**src/rtl/demux8_stream_if.sv**
```systemverilog
// demux8_stream_if: bundles the shared producer handshake and the eight
// buffered consumer channels of the 1-to-8 stream demultiplexer.
//   in_valid/in_ready/in_data/in_sel : producer side handshake and routing
//   out0..out7, out_valid, out_ready : per-channel buffered data handshake
//   busy                             : OR of all out_valid bits
// slave modport is the demux view; master modport is the environment
// (producer plus consumers) view.
interface demux8_stream_if #(
  parameter int WIDTH = 32
);
  logic             in_valid;
  logic             in_ready;
  logic [WIDTH-1:0] in_data;
  logic [3:0]       in_sel;
  logic [WIDTH-1:0] out0, out1, out2, out3, out4, out5, out6, out7;
  logic [7:0]       out_valid;
  logic [7:0]       out_ready;
  logic             busy;

  modport slave (
    input  in_valid, in_data, in_sel, out_ready,
    output in_ready, out0, out1, out2, out3, out4, out5, out6, out7,
           out_valid, busy
  );

  modport master (
    output in_valid, in_data, in_sel, out_ready,
    input  in_ready, out0, out1, out2, out3, out4, out5, out6, out7,
           out_valid, busy
  );
endinterface

```
**src/rtl/demux8_stream.sv**
```systemverilog
// demux8_stream: 1-to-8 stream demultiplexer. Each accepted input word is
// routed to one of eight channels, each owning a one-entry registered buffer,
// so a stalled channel only blocks traffic addressed to it.
// Ports:
//   clk   : rising-edge clock
//   rst_n : asynchronous active-low reset
//   bus   : demux8_stream_if.slave (producer handshake + 8 output channels)

// One output channel: single-entry buffer. A load overrides a drain so a
// channel can accept a new word in the same cycle its consumer takes the old.
module demux8_lane #(
  parameter int WIDTH = 32
) (
  input  logic             clk,
  input  logic             rst_n,
  input  logic             i_load,
  input  logic [WIDTH-1:0] i_data,
  input  logic             i_ready,
  output logic [WIDTH-1:0] o_data,
  output logic             o_valid
);
  logic [WIDTH-1:0] r_data;
  logic             r_valid;

  always_ff @(posedge clk or negedge rst_n) begin
    if (!rst_n) begin
      r_data  <= '0;
      r_valid <= 1'b0;
    end else if (i_load) begin
      r_data  <= i_data;
      r_valid <= 1'b1;
    end else if (i_ready) begin
      // data left stale; it is don't-care while invalid
      r_valid <= 1'b0;
    end
  end

  assign o_data  = r_data;
  assign o_valid = r_valid;
endmodule

module demux8_stream #(
  parameter int WIDTH = 32
) (
  input  logic             clk,
  input  logic             rst_n,
  demux8_stream_if.slave   bus
);
  localparam int NUM_LANES = 8;

  logic [2:0]                        w_dest;
  logic                              w_ready;
  logic                              w_accept;
  logic [NUM_LANES-1:0]              w_load;
  logic [NUM_LANES-1:0]              w_valid;
  logic [NUM_LANES-1:0][WIDTH-1:0]   w_data;

  // selects 7..15 all alias onto the last channel
  assign w_dest   = (bus.in_sel >= 4'd7) ? 3'd7 : bus.in_sel[2:0];
  // ready looks only at the addressed channel, never at in_valid
  assign w_ready  = ~w_valid[w_dest] | bus.out_ready[w_dest];
  assign w_accept = bus.in_valid & w_ready;

  genvar k;
  generate
    for (k = 0; k < NUM_LANES; k++) begin : g_lane
      assign w_load[k] = w_accept & (w_dest == 3'(k));

      demux8_lane #(.WIDTH(WIDTH)) u_lane (
        .clk     (clk),
        .rst_n   (rst_n),
        .i_load  (w_load[k]),
        .i_data  (bus.in_data),
        .i_ready (bus.out_ready[k]),
        .o_data  (w_data[k]),
        .o_valid (w_valid[k])
      );
    end
  endgenerate

  assign bus.in_ready  = w_ready;
  assign bus.out_valid = w_valid;
  // derived purely from the valid registers: no input-to-busy path
  assign bus.busy      = |w_valid;

  assign bus.out0 = w_data[0];
  assign bus.out1 = w_data[1];
  assign bus.out2 = w_data[2];
  assign bus.out3 = w_data[3];
  assign bus.out4 = w_data[4];
  assign bus.out5 = w_data[5];
  assign bus.out6 = w_data[6];
  assign bus.out7 = w_data[7];
endmodule

```
**src/flat_wrapper.sv**
```systemverilog
// flat-port wrapper written by rule: the top's interface ports become plain ports
module demux8_stream_flat 
#(
  parameter int WIDTH = 32
)
  (clk, rst_n, bus_in_valid, bus_in_data, bus_in_sel, bus_out_ready, bus_in_ready, bus_out0, bus_out1, bus_out2, bus_out3, bus_out4, bus_out5, bus_out6, bus_out7, bus_out_valid, bus_busy);
  demux8_stream_if #(.WIDTH(WIDTH)) bus_i ();
  input  logic clk;
  input  logic rst_n;
  input wire logic [$bits(bus_i.in_valid)-1:0] bus_in_valid;
  input wire logic [$bits(bus_i.in_data)-1:0] bus_in_data;
  input wire logic [$bits(bus_i.in_sel)-1:0] bus_in_sel;
  input wire logic [$bits(bus_i.out_ready)-1:0] bus_out_ready;
  output wire logic [$bits(bus_i.in_ready)-1:0] bus_in_ready;
  output wire logic [$bits(bus_i.out0)-1:0] bus_out0;
  output wire logic [$bits(bus_i.out1)-1:0] bus_out1;
  output wire logic [$bits(bus_i.out2)-1:0] bus_out2;
  output wire logic [$bits(bus_i.out3)-1:0] bus_out3;
  output wire logic [$bits(bus_i.out4)-1:0] bus_out4;
  output wire logic [$bits(bus_i.out5)-1:0] bus_out5;
  output wire logic [$bits(bus_i.out6)-1:0] bus_out6;
  output wire logic [$bits(bus_i.out7)-1:0] bus_out7;
  output wire logic [$bits(bus_i.out_valid)-1:0] bus_out_valid;
  output wire logic [$bits(bus_i.busy)-1:0] bus_busy;
  assign bus_i.in_valid = bus_in_valid;
  assign bus_i.in_data = bus_in_data;
  assign bus_i.in_sel = bus_in_sel;
  assign bus_i.out_ready = bus_out_ready;
  assign bus_in_ready = bus_i.in_ready;
  assign bus_out0 = bus_i.out0;
  assign bus_out1 = bus_i.out1;
  assign bus_out2 = bus_i.out2;
  assign bus_out3 = bus_i.out3;
  assign bus_out4 = bus_i.out4;
  assign bus_out5 = bus_i.out5;
  assign bus_out6 = bus_i.out6;
  assign bus_out7 = bus_i.out7;
  assign bus_out_valid = bus_i.out_valid;
  assign bus_busy = bus_i.busy;
  demux8_stream #(.WIDTH(WIDTH)) u_core (.clk(clk), .rst_n(rst_n), .bus(bus_i));
endmodule
```
**config.mk**
```make
export PLATFORM = sky130hd
export DESIGN_NAME = demux8_stream_flat
export DESIGN_NICKNAME = d
export VERILOG_FILES = /design/src/rtl/demux8_stream_if.sv /design/src/rtl/demux8_stream.sv /design/src/flat_wrapper.sv
export SDC_FILE = /design/constraint.sdc
export NUM_CORES = 1
export LEC_CHECK = 0
export BUFFER_PORTS_ARGS = -buffer_cell sky130_fd_sc_hd__buf_4
export CAP_MARGIN = 40
export CORE_ASPECT_RATIO = 1.4
export CORE_MARGIN = 8
export CORE_UTILIZATION = 55
export CTS_CLUSTER_SIZE = 28
export DETAILED_ROUTE_END_ITERATION = 10
export GPL_ROUTABILITY_DRIVEN = 0
export PLACE_DENSITY = 0.83
export SETUP_SLACK_MARGIN = 0.3
export SLEW_MARGIN = 20
export SYNTH_ARGS = -nofsm -noshare
export SYNTH_HDL_FRONTEND = slang
export SYNTH_HIERARCHICAL = 1
export SYNTH_SLANG_ARGS = --single-unit
```
**constraint.sdc**
```tcl
create_clock -name clk -period 5.15 [get_ports clk]
set_input_delay 0.515 -clock clk [delete_from_list [all_inputs] [get_ports clk]]
set_output_delay 0.515 -clock clk [all_outputs]
set_load 0.01 [all_outputs]
```
==> impl_metrics.toml <==
[clock_tree]
clkLatencyLatePin_ns = 0.53
cts_root_buffer = "clkbuf_16"
htree_levels = 1
clk_path_buf_depth = 3
cts_tree = "built"
cts_setup_buffers = 0
cts_made_buffers = 25
cts_resized = 0
cts.sinks = 264
clk_pin_slew_ns = 0.06

[pwr]
peakVddDrop_mv = 0.351
p_leak_nw = 7.18
power_density_nw_per_um2 = 468

[timing]
slew_viol_final = 0
max_freq_ghz = 0.381
hold_violations = 0
slew-limit-headroom_pct = 43.5
setup_ws_ns = 2.52
fin_worst_skew_ns = 0.0172
rsz0062_at_grt = "false"
finalSetupTns_ns = 0
tightest_slew_ns = 0.848
min_period_over_period_pct = 51.0
setup_viol = 0
period_needed_ns = 2.63

[finish]
areaGrowthSynthToFinish_pct = 27.1
postLayoutCellArea_um2 = 14400
drive_gt1_share_pct = 67.3
layout.nets = 976
finish.utilization_pct = 70.6
final_common_cell = "buf_4"
layout_common_cells = "buf_4, dfrtp_1, mux2_4"
antennaDiodeCount = 0

[global_routing]
grt_pass1_wl_mm = 44.8
track_usage_pct = 23.0
grt-ovfl-total = 0
antenna_found_initial = 0
grt_pass1_vias = 7235
grt_max_degree = 154

[detailed_routing]
wl_per_cell_um = 24.3
wl_mm = 29.3
drt_iter0_markers = 247
ant_nets = 0
firstDrtPassIters = 4
vias = 6373
drc_errors = 0
viasPerCell = 5.30

[worst_setup_path]
critPathBufInv = 1
critPathLaunchType = "flop"
cp.required_ns = 5.56
critPathMaxStageDelay_ns = 0.62
end_kind = "flop"
critical_path_class = "flop to flop"
cp_data_arrival_time_ns = 3.03
crit_slowest_cell = "nor2_4"
cp_top_family = "simple AND/OR/NAND/NOR gates"
path_max_fanout = 18
cp_cell_sequence = "a21boi_0, a221oi_2, or2_4, nor2_4, buf_4, mux2_4"

[placement]
io_buffers = 312
post-place-ws_ns = 2.14
dpl.hpwl_mm = 19.9
dpl_cell_area_um2 = 13600

[synthesis]
ys.warnings.count = 6
avgSynthCellArea_um2 = 18.6
synth_cell_type_count = 30
synth_nets = 656
syn_area_um2 = 11300
seq_area_frac_synth_pct = 58.3
syn_inst = 609
synth_seq_cells = 264

[floorplan]
rows = 62
die_w_um = 137
pin_count = 313
die-area_um2 = 25500
core-area_um2 = 20400
initial_core_util_pct = 55.6
die_h_um = 186

[outcome]
status = "finished, final reports clean"

[run]
max_cap_violations = 0

[worst_hold_path]
worstHoldPathType = "input port to flop"
[metrics by stage]
stage | cells | hold slack (ns) | total power (W)
6_report | 1203 | 0.274 | 0.00674
4_1_cts | 1203 | 0.256 | 0.00681
3_3_place_gp | 1156 | 0.409 | 0.00491
2_1_floorplan | 609 | 0.219 | 0.00384
3_5_place_dp | 1157 | 0.410 | 0.00497
5_1_grt | 1203 | 0.267 | 0.00704
[worst register-to-register path, stage by stage, from the launching register on]
cell,delay [ns]
dfrtp_1,0.41
a21boi_0,0.24
a221oi_2,0.12
or2_4,0.28
nor2_4,0.62
buf_4,0.49
mux2_4,0.34
[timing repair]
item,in CTS,in global routing
endpoints found under the hold margin,37,0
setup endpoints to repair,0,0
hold buffers,1,0
[logic make-up (layout without fill, tap and decap cells)]
group | Yosys count | in the layout | share of synthesized area, %
buffers and inverters | 45 | 383 | 5.55
AOI/OAI and AO/OA | 18 | 18 | 1.26
and+or+nand+nor | 22 | 22 | 1.31
DFF | 264 | 264 | 58.3
muxes | 260 | 260 | 33.6
[report_power, final]
| part | switching, W | internal [W] | total [W] |
|---|---|---|---|
| Clock | 0.000812 | 0.00100 | 0.00182 |
| Combinational | 0.000787 | 0.00124 | 0.00203 |
| Sequential | 0.000330 | 0.00257 | 0.00290 |
| Total | 0.00193 | 0.00482 | 0.00674 |
[cell type report]
cell class	instances	area, um2
clock inverter	16	151
tap	256	320
fill	1344	6000
timing repair buffer	328	2500
multi-input combinational	300	4150
sequential	264	6610
inverter	10	37.5
clock buffer	29	641
[sequential cells by signal, indices dropped and copies added, names as in the netlist]
register and flops:
u_core/g_lane.u_lane/o_valid 8, u_core/g_lane.u_lane/o_data 256
[worst paths after layout]
check                                                   start                            endpoint  slack, ns  cells past startpoint
hold reg to reg            u_core/g_lane[0].u_lane/o_data[31]  u_core/g_lane[0].u_lane/o_data[31]       0.51                      1
max in group asynchronous                               rst_n  u_core/g_lane[4].u_lane/o_data[15]       3.52                      3
setup reg to reg              u_core/g_lane[3].u_lane/o_valid  u_core/g_lane[2].u_lane/o_data[13]       2.52                      6
setup / recovery              u_core/g_lane[3].u_lane/o_valid  u_core/g_lane[2].u_lane/o_data[13]       2.52                      6
hold / removal                               bus_out_ready[3]     u_core/g_lane[3].u_lane/o_valid       0.27                      3
min in group asynchronous                               rst_n  u_core/g_lane[3].u_lane/o_data[28]       0.47                      2
[per-layer routing]
metal / share of wire [%] / vias up / global-route usage [%]
met5: 0 / - / 0
met4: 2.9 / 0 / 7.54
met3: 9.2 / 51 / 7.46
met2: 48 / 265 / 36.6
met1: 40 / 3274 / 29.0
li1: - / 2783 / -
[cells in the mapped netlist, drive strengths merged]
| cell type | n | area share (%) |
|---|---|---|
| mux4 | 1 | 0.20 |
| nand2 | 2 | 0.066 |
| inv | 10 | 0.33 |
| or2 | 1 | 0.077 |
| nand3 | 2 | 0.088 |
| and2 | 1 | 0.055 |
| o32ai | 1 | 0.077 |
| dfrtp | 264 | 58 |
| nor2 | 4 | 0.13 |
| a21oi | 3 | 0.13 |
| mux2 | 257 | 33 |
| o21ai | 1 | 0.044 |
| a21boi | 1 | 0.066 |
| a221oi | 1 | 0.13 |
| mux2i | 2 | 0.18 |
| nor3b | 6 | 0.44 |
| nor4 | 3 | 0.17 |
| nand3b | 1 | 0.066 |
| a22oi | 1 | 0.11 |
| a31oi | 1 | 0.055 |
| a211oi | 1 | 0.11 |
| nor4bb | 1 | 0.14 |
| or3b | 1 | 0.077 |
| a21o | 8 | 0.53 |
| buf | 35 | 5.2 |
Power figures use the tool's default switching activity.
